--- src/rtl/uart_tx.sv ---
// rtl/uart_tx.sv - UART transmitter, 16x oversampled, LSB first, one-hot FSM
// Frame: start bit, NB_DATA data bits, SB_TICK-tick stop; o_tx is registered for a glitch-free line.
module uart_tx #(
   parameter int NB_DATA = 8,
   parameter int SB_TICK = 16
) (
   input  logic               i_clock,
   input  logic               i_reset,
   input  logic               i_tick,
   input  logic               i_tx_start,
   input  logic [NB_DATA-1:0] i_data_tx,
   output logic               o_tx,
   output logic               o_tx_done,
   output logic               o_tx_busy
);

   localparam int TW = ($clog2(SB_TICK) > 4) ? $clog2(SB_TICK) : 4;
   localparam int BW = (NB_DATA > 1) ? $clog2(NB_DATA) : 1;
   localparam logic [TW-1:0] TICK_LAST = TW'(15);
   localparam logic [TW-1:0] STOP_LAST = TW'(SB_TICK - 1);
   localparam logic [BW-1:0] BIT_LAST  = BW'(NB_DATA - 1);

   typedef enum logic [3:0] {
      IDLE  = 4'b0001,
      START = 4'b0010,
      DATA  = 4'b0100,
      STOP  = 4'b1000
   } state_e;

   state_e             state_q, state_d;
   logic [TW-1:0]      tick_q, tick_d;
   logic [BW-1:0]      bit_q, bit_d;
   logic [NB_DATA-1:0] shift_q, shift_d;
   logic               tx_q, tx_d;
   logic               done_q, done_d;
   logic               start_prev_q;
   logic               start_edge;

   assign start_edge = i_tx_start & ~start_prev_q;

   always_ff @(posedge i_clock or posedge i_reset) begin
      if (i_reset) begin
         state_q      <= IDLE;
         tick_q       <= '0;
         bit_q        <= '0;
         shift_q      <= '0;
         tx_q         <= 1'b1;
         done_q       <= 1'b0;
         start_prev_q <= 1'b0;
      end else begin
         state_q      <= state_d;
         tick_q       <= tick_d;
         bit_q        <= bit_d;
         shift_q      <= shift_d;
         tx_q         <= tx_d;
         done_q       <= done_d;
         start_prev_q <= i_tx_start;
      end
   end

   always_comb begin
      state_d = state_q;
      tick_d  = tick_q;
      bit_d   = bit_q;
      shift_d = shift_q;
      done_d  = 1'b0;
      case (state_q)
         IDLE: begin
            if (start_edge) begin
               state_d = START;
               tick_d  = '0;
            end
         end
         START: begin
            if (i_tick) begin
               if (tick_q == TICK_LAST) begin
                  // Data is captured only here so it may settle after the start edge.
                  state_d = DATA;
                  tick_d  = '0;
                  bit_d   = '0;
                  shift_d = i_data_tx;
               end else begin
                  tick_d = tick_q + TW'(1);
               end
            end
         end
         DATA: begin
            if (i_tick) begin
               if (tick_q == TICK_LAST) begin
                  tick_d  = '0;
                  shift_d = shift_q >> 1;
                  if (bit_q == BIT_LAST) begin
                     state_d = STOP;
                  end else begin
                     bit_d = bit_q + BW'(1);
                  end
               end else begin
                  tick_d = tick_q + TW'(1);
               end
            end
         end
         STOP: begin
            if (i_tick) begin
               if (tick_q == STOP_LAST) begin
                  state_d = IDLE;
                  tick_d  = '0;
                  done_d  = 1'b1;
               end else begin
                  tick_d = tick_q + TW'(1);
               end
            end
         end
         default: begin
            state_d = IDLE;
            tick_d  = '0;
            bit_d   = '0;
         end
      endcase
   end

   always_comb begin
      tx_d = 1'b1;
      case (state_d)
         START:   tx_d = 1'b0;
         DATA:    tx_d = shift_d[0];
         default: tx_d = 1'b1;
      endcase
   end

   assign o_tx      = tx_q;
   assign o_tx_done = done_q;
   assign o_tx_busy = (state_q != IDLE);

endmodule

--- config.mk ---
export PLATFORM = sky130hd
export DESIGN_NAME = uart_tx
export DESIGN_NICKNAME = d
export VERILOG_FILES = /design/src/rtl/uart_tx.sv
export SDC_FILE = /design/constraint.sdc
export NUM_CORES = 1
export LEC_CHECK = 0
export BUFFER_PORTS_ARGS = -buffer_cell sky130_fd_sc_hd__buf_2
export CAP_MARGIN = 20
export CORE_ASPECT_RATIO = 1.4
export CORE_MARGIN = 1
export CORE_UTILIZATION = 52
export DETAILED_ROUTE_END_ITERATION = 8
export GPL_TIMING_DRIVEN = 0
export MAX_ROUTING_LAYER = met4
export PLACE_DENSITY = 0.73
export SLEW_MARGIN = 20
export SYNTH_ARGS = -nofsm -noshare
export SYNTH_HDL_FRONTEND = slang
export SYNTH_SLANG_ARGS = --single-unit
--- constraint.sdc ---
create_clock -name i_clock -period 3.7 [get_ports i_clock]
set_clock_uncertainty 0.05 [all_clocks]
set_input_delay 0.74 -clock i_clock [delete_from_list [all_inputs] [get_ports i_clock]]
set_output_delay 0.74 -clock i_clock [all_outputs]
set_load 0.005 [all_outputs]
# --- Word-level counts from Yosys, hierarchy flattened ---
# Index checks and enable logic that the tools add are counted.
totals:
  ff_bits: 22
  input_bits: 12
  out_inout_bits: 3
  wordCells: 63
classes:
  add_sub_neg: 2
  n_eq_ne: 16
  n_mux: 28
  bitwise_logic: 3
  n_reduce_logical: 6
op_table:
  columns: ["operator", "n"]
  rows:
  - ["two-way mux 4 bit", 11]
  - ["two-way mux 8 bit", 4]
  - ["one-hot mux 4 bit (4 select lines)", 1]
  - ["one-hot mux 8 bit (2 select lines)", 1]
  - ["two-way mux 3 bit", 5]
  - ["!= test 2 bit, second input constant", 6]
  - ["one-hot mux 3 bit (3 select lines)", 1]
  - ["== test 4 x 2 -> 1 bit, second input constant", 2]
  - ["== test 4 x 3 -> 1 bit, second input constant", 2]
  - ["== test 4 bit, second input constant", 2]
  - ["one-hot mux 4 bit (2 select lines)", 1]
  - ["AND reduction 6 bit", 1]
  - ["AND reduction 5 bit", 1]
  - ["adder 4 x 1 -> 4 bit, second input constant", 1]
  - ["== test 4 x 1 -> 1 bit, second input constant", 1]
  - ["!= test 4 x 1 -> 1 bit, second input constant", 1]
  - ["adder 3 x 1 -> 3 bit, second input constant", 1]
  - ["== test 3 bit, second input constant", 1]
  - ["two-way mux 1 bit", 3]
  - ["OR reduction 3 bit", 1]
  - ["!= test 2 x 1 -> 1 bit, second input constant", 1]
  - ["NOT 1 bit", 2]
  - ["one-hot mux 1 bit (2 select lines)", 1]
  - ["AND reduction 2 bit", 1]
  - ["other kinds (3)", 3]

# --- Depth between registers and ports, before layout ---
# Gate-level depths: netlist of the first run.
depth:
  depth_word: 7
  mapped_depth: 6
  ltp_nobuf: 5

# --- Worst setup path after synthesis of the first run ---
# OpenSTA, ideal clock, no wires.
synth_timing:
  path_kind: "reg2out"
  from: "register state_q[0]"
  to: "output port o_tx_busy"
  arrival_ps: 1110
  path_slack_ps: 1800
  stages_incl_launch_ff: 3
  n_path_buf: 1
  path_cell_list: "dfstp_2 buf_6 or4b_4"
synth_between:
  elab_chain_len: 1
synth_rtl:
  columns: ["item", "line_no", "rtl"]
  rows:
  - ["start, declared", "30", "state_e state_q, state_d;"]
  - ["start signal, assigned", "51", "state_q <= state_d;"]
  - ["!= test 4 x 1 -> 1 bit", "132", "assign o_tx_busy = (state_q != IDLE);"]
  - ["end, declared", "14", "output logic o_tx_busy"]
# Every way passes these cells.

# --- Final worst setup path of the first run ---
# Ends and elaborated chain as after synthesis.

==> results of run 1 <==
[stage by stage]
stage	area [um2]	power, mW	hold slack, ps	util (%)
final	1280	0.436	434	63.3
after global routing	1280	0.456	475	63.3
after CTS	1280	0.441	438	63.3
after detailed placement	1240	0.311	409	61.5
after global placement	1240	0.310	405	61.5
after floorplan	1150	0.294	392	-
[cell usage in the layout (no fill, tap or decap), types with 2 or more instances in the layout]
| master | instances |
|---|---|
| dfrtp_1 | 20 |
| buf_2 | 16 |
| o21ai_0 | 10 |
| nand2_1 | 8 |
| a22oi_1 | 7 |
| inv_1 | 5 |
| a22o_1 | 3 |
| a21oi_1 | 3 |
| ha_1 | 3 |
| clkbuf_4 | 3 |
| or4b_4 | 2 |
| and3_1 | 2 |
| nor2_1 | 2 |
| nor3_1 | 2 |
| a21o_1 | 2 |
| dfstp_2 | 2 |
[sequential cells by signal (all words and copies together) (netlist names)]
name          flops
bit_q             3
o_tx              1
o_tx_done         1
shift_q           8
start_prev_q      1
state_q           4
tick_q            4
[area by class of cell]
type / count / area, um2 / area share (%)
Timing Repair Buffer: 14 / 70.1 / 5.48
Buffer: 4 / 25.0 / 1.96
Inverter: 5 / 18.8 / 1.47
Clock buffer: 4 / 36.3 / 2.84
Sequential cell: 22 / 553 / 43.2
Multi-Input combinational cell: 71 / 549 / 43.0
Tap cell: 21 / 26.3 / 2.05
[path summary, 6_finish.rpt]
path | slack, ps | depth (start not counted) | endpoint
setup / recovery | 1280 | 3 | o_tx_busy
max in group asynchronous | 2590 | 2 | tick_q[0]
min in group asynchronous | 520 | 2 | bit_q[1]
hold / removal | 430 | 2 | shift_q[0]
hold reg to reg | 430 | 2 | shift_q[0]
setup reg to reg | 1810 | 5 | tick_q[2]
[worst register-to-register path, delay by kind of cell, from the launching register on]
kind / cells / cell delay [ps]
simple gates: 2 / 600
flops: 1 / 540
compound gates: 2 / 470
buf+inv: 1 / 130
[cell families after synthesis]
family	Yosys count	synth area share (%)
AO/OA/AOI/OAI	39	26.0
XOR/XNOR	1	0.764
adder cells (fa/ha/maj)	3	3.28
buffers and inverters	9	3.82
flip-flops	22	48.3
multiplexers	1	0.982
AND/OR/NAND/NOR	27	16.9
[power groups by stage]
stage | Sequential [mW] | Combinational (mW) | Clock, mW
2_1_floorplan | 0.253 | 0.0407 | 0
3_3_place_gp | 0.253 | 0.0566 | 0
3_5_place_dp | 0.253 | 0.0582 | 0
4_1_cts | 0.249 | 0.0588 | 0.134
5_1_grt | 0.249 | 0.0644 | 0.142
6_report | 0.249 | 0.0578 | 0.129
[metal layers]
layer / vias to the layer above / global-route usage (%) / share of wire (%)
met5: - / - / 0
met2: 12 / 36.4 / 52
met1: 412 / 26.3 / 44
li1: 424 / - / -
met4: 0 / 6.91 / 1.4
met3: 4 / 2.85 / 2.3
==> results.json, run 1 <==
{
  "clock-root-buffer": "clkbuf_4",
  "antenna_found_initial": 0,
  "insertion_delay_ps": 300,
  "wire_per_inst_um": 15.2,
  "cts_buffers": 3,
  "finalNetCount": 136,
  "rsz0062_at_grt": "no",
  "ctsHtreeMaxLevel": 1,
  "irDropWorstVdd_uv": 249,
  "synth_edf_count": 0,
  "syn_area_mm2": 0.00115,
  "worstPathRequired_ps": 2910,
  "die_area_mm2": 0.00240,
  "io_buffers": 14,
  "antenna_cells": 0,
  "syn_avg_cell_area_um2": 11.2,
  "syn2layout_area_growth_pct": 11.6,
  "worstSetupEndpointType": "output pin",
  "place_hpwl_mm": 1.58,
  "row_count": 19,
  "slew_headroom_pct": 46.3,
  "gp_congestion": 0.766,
  "num_vias": 852,
  "core_area_mm2": 0.00202,
  "p_sw_share_pct": 23.9,
  "hold_violations": 0,
  "dpl_worst_slack_ps": 1630,
  "dp.cells": 137,
  "post_cts_resized": 0,
  "fmax_mhz": 414,
  "synth.distinct_cells": 44,
  "cts_tree": "yes",
  "synth_cells": 102,
  "start_util_pct": 56.7,
  "hold_path.class": "reg -> reg",
  "power_frac_comb_pct": 13.3,
  "die_w_um": 41.7,
  "worstPathCellList": "buf_6 > or4b_4 > buf_2",
  "worst_slack_ps": 1280,
  "dr.pass1.iters": 4,
  "wl_mm": 2.15,
  "layout-drive-gt1-share_pct": 29.2,
  "status": "finished, final reports clean",
  "grt_pass1_wl_mm": 3.93,
  "yosys.cell_count.top_type": "dfrtp_1",
  "post-route-period-util_pct": 65.3,
  "finalCriticalPeriod_ps": 2420,
  "synthArstFlopShare_pct": 100,
  "via_per_inst": 6.04,
  "ys_seq_area_share_pct": 48.3,
  "fillerInstances": 164,
  "power_density_mw_per_mm2": 341,
  "yosys.area.top_type": "dfrtp_1",
  "holdBufCountCts": 0,
  "pwr-share-seq_pct": 57.0,
  "tightest_slew_ps": 804,
  "min_from": "shift_q[0]",
  "timing.rr.start": "state_q[0]",
  "die_h_um": 57.6,
  "synth_seq_cells": 22,
  "ant_nets": 0,
  "cts_max_path_buffers": 2,
  "setup_violations": 0,
  "startpoint": "state_q[0]",
  "grt_pass1_vias": 901,
  "path_clk_slew_ps": 110,
  "cp_max_fo": 8,
  "critPathKind": "reg -> out",
  "groute.usage.overall_pct": 21.5,
  "drc": 0,
  "synth_top_area_share_pct": 43.7,
  "clock-sinks": 22,
  "yosys_warnings": 0,
  "maxCapViolations": 0,
  "critPathArrivalTime_ps": 1630,
  "crit_slowest_cell": "dfstp_2",
  "grt_overflow": 0,
  "maxSlewViolCount": 0,
  "io_pins": 15,
  "max_stage_delay_ps": 540,
  "crit_family": "flip-flops",
  "path_buf_inv": 2,
  "drt_iter0_drc": 12,
  "cp-start-kind": "register",
  "tns_ps": 0,
  "synth-main-ff-cell": "dfrtp_1",
  "switchingPower_mw": 0.104,
  "final_cells": 141,
  "synth.area.top_cells": "dfrtp_1 44%, a22oi_1 4.6%, dfstp_2 4.6%, o21ai_0 4.4%, ha_1 3.3%",
  "yosys-top-cells-count": "20 x dfrtp_1, 10 x o21ai_0, 8 x nand2_1, 7 x a22oi_1, 5 x inv_1",
  "post_cts_buffers": 0,
  "grt_max_degree": 23,
  "intPower_mw": 0.332,
  "clockPowerShare_pct": 29.7,
  "leakagePower_nw": 0.602,
  "synth_nets": 117
}
No activity file was read; power rests on OpenSTA's default activity.
==> run 2, diff against run 1 <==
--- a/config.mk
+++ b/config.mk
@@ -9,7 +9,7 @@
 export CAP_MARGIN = 20
 export CORE_ASPECT_RATIO = 1.4
 export CORE_MARGIN = 1
-export CORE_UTILIZATION = 52
+export CORE_UTILIZATION = 50
 export DETAILED_ROUTE_END_ITERATION = 8
 export GPL_TIMING_DRIVEN = 0
 export MAX_ROUTING_LAYER = met4
==> constraint.sdc (replaced) <==
create_clock -name i_clock -period 2.1 [get_ports i_clock]
set_clock_uncertainty 0.05 [all_clocks]
set_input_delay 0.42 -clock i_clock [delete_from_list [all_inputs] [get_ports i_clock]]
set_output_delay 0.42 -clock i_clock [all_outputs]
set_load 0.005 [all_outputs]
==> run 2 against run 1 <==
  * Setup slack worse by 1200 ps
  * Routed wire length up 6.9%
  * Power up 73%
  * Critical path depth unchanged
  * Die area up 3.8%
  * Flip-flop and latch count unchanged
  * Worst hold slack worse by 250 ps
  * Clock power up 57%
  * Global-route usage up 0.35 points
  * First-iteration DRC count down 58%
  * Combinational power up 92%
  * Utilization down 3.6 points
  * Largest power group unchanged
==> results.json, run 2 (synthesis results as in run 1) <==
{
  "drt_iter0_drc": 5,
  "groute.usage.overall_pct": 21.8,
  "cp-start-kind": "register",
  "hold_violations": 0,
  "worstSetupEndpointType": "output pin",
  "utilization_pct": 59.7,
  "path_clk_slew_ps": 120,
  "insertion_delay_ps": 320,
  "ctsHtreeMaxLevel": 1,
  "layout_commonest_cell": "dfrtp_1",
  "rsz0062_at_grt": "no",
  "dr.pass1.iters": 4,
  "die_h_um": 58.7,
  "wire_per_inst_um": 15.7,
  "maxSlewViolCount": 0,
  "crit_slowest_cell": "dfstp_2",
  "place_hpwl_mm": 1.67,
  "setup_violations": 0,
  "die_w_um": 42.5,
  "antenna_cells": 0,
  "place_area_mm2": 0.00124,
  "core_area_mm2": 0.00218,
  "cts_max_path_buffers": 2,
  "maxCapViolations": 0,
  "cts_tree": "yes",
  "power_density_mw_per_mm2": 579,
  "largest_reg_flops": 8,
  "row_count": 20,
  "tightest_slew_ps": 819,
  "wl_mm": 2.30,
  "status": "finished, final reports clean",
  "io_buffers": 14,
  "slew_headroom_pct": 45.3,
  "worstPathCellList": "buf_6 > or4b_4 > buf_2",
  "gp_congestion": 0.775,
  "hold_path.class": "in -> async",
  "irDropWorstVdd_uv": 326,
  "dp.cells": 138,
  "seq_area_um2": 553,
  "final_cells": 146,
  "worstPathRequired_ps": 1630,
  "regMostFlops": "shift_q",
  "cts_buffers": 3,
  "post-route-period-util_pct": 97.1,
  "fillerInstances": 205,
  "whs_ps": 184,
  "num_vias": 879,
  "crit_family": "flip-flops",
  "clock-sinks": 22,
  "critPathArrivalTime_ps": 1570,
  "finalInstanceArea_mm2": 0.00130,
  "ant_nets": 0,
  "multi_input_area_um2": 549,
  "die_area_mm2": 0.00249,
  "clock-root-buffer": "clkbuf_4",
  "path_buf_inv": 2,
  "max_stage_delay_ps": 540,
  "reg.largest.list": "shift_q: 8 flops, state_q: 4 flops, tick_q: 4 flops",
  "fmax_mhz": 490,
  "io_pins": 15,
  "syn2layout_area_growth_pct": 13.4,
  "layout-drive-gt1-share_pct": 30.6,
  "critPathKind": "reg -> out",
  "tns_ps": 0,
  "final_cell_mix": "20 x dfrtp_1, 16 x buf_2, 10 x o21ai_0",
  "leakagePower_nw": 0.616,
  "grt_overflow": 0,
  "grt_pass1_vias": 906,
  "finalNetCount": 140,
  "cp_max_fo": 5,
  "drc": 0,
  "grt_pass1_wl_mm": 4.00,
  "antenna_found_initial": 0,
  "grt_max_degree": 23,
  "start_util_pct": 52.6,
  "finalCriticalPeriod_ps": 2040,
  "via_per_inst": 6.02
}
==> run 2: cell count changes in the layout (fill, tap and decap cells not counted) <==
cell | previous run | this run
buf_4 | 0 | 4
clkbuf_1 | 1 | 2
clkbuf_8 | 1 | 0
==> run 2: report_power, final <==
group          internal (mW)  leakage (nW)  switching, mW
Combinational         0.0500         0.304         0.0609
Sequential             0.435         0.297        0.00373
Clock                 0.0745        0.0150          0.129
Total                  0.559         0.616          0.193
==> run 2: stage by stage <==
stage	power, mW	setup slack [ps]
6_report	0.753	60.1
5_1_grt	0.784	26.7
4_1_cts	0.758	19.0
3_5_place_dp	0.550	221
3_3_place_gp	0.546	239
2_1_floorplan	0.518	324
==> run 2: cell type report <==
| class | instances | share of cell area (%) |
|---|---|---|
| Inverter | 5 | 1.44 |
| Clock buffer | 4 | 2.02 |
| Multi-Input combinational cell | 71 | 42.3 |
| Tap cell | 22 | 2.12 |
| Timing Repair Buffer | 18 | 7.70 |
| Sequential cell | 22 | 42.5 |
| Buffer | 4 | 1.92 |
==> run 2: layer usage <==
metal | vias to the layer above | global-route usage, % | routed length [um] | share of wire (%)
met3 | 5 | 2.15 | 59 | 2.6
met2 | 18 | 38.2 | 1230 | 53
met1 | 428 | 24.1 | 944 | 41
li1 | 428 | - | - | -
met5 | - | - | 0 | 0
met4 | 0 | 12.1 | 63 | 2.7
==> run 2: worst paths after layout <==
path                            start           end  slack [ps]  cells after the start
setup / recovery           state_q[0]     o_tx_busy          60                      3
hold / removal                i_reset    shift_q[5]         180                      2
setup reg to reg           state_q[0]     tick_q[2]         150                      6
hold reg to reg            shift_q[0]    shift_q[0]         450                      2
max in group asynchronous     i_reset     o_tx_done        1300                      2
min in group i_clock       i_tx_start  start_prev_q         190                      1
==> run 2: what timing repair did <==
item / CTS / global route
hold buffers: 0 / 0
pin swaps: 0 / 1
gates resized for setup: 0 / 0
setup endpoints to repair: 1 / 2
buffers inserted: 1 / 3
==> run 2: worst register-to-register path, stage by stage, from the launching register on <==
cell and delay [ps]:
dfstp_2 540, buf_6 110, or4b_4 460, buf_4 160, a21oi_2 230, nor3b_2 100
a22o_1 200
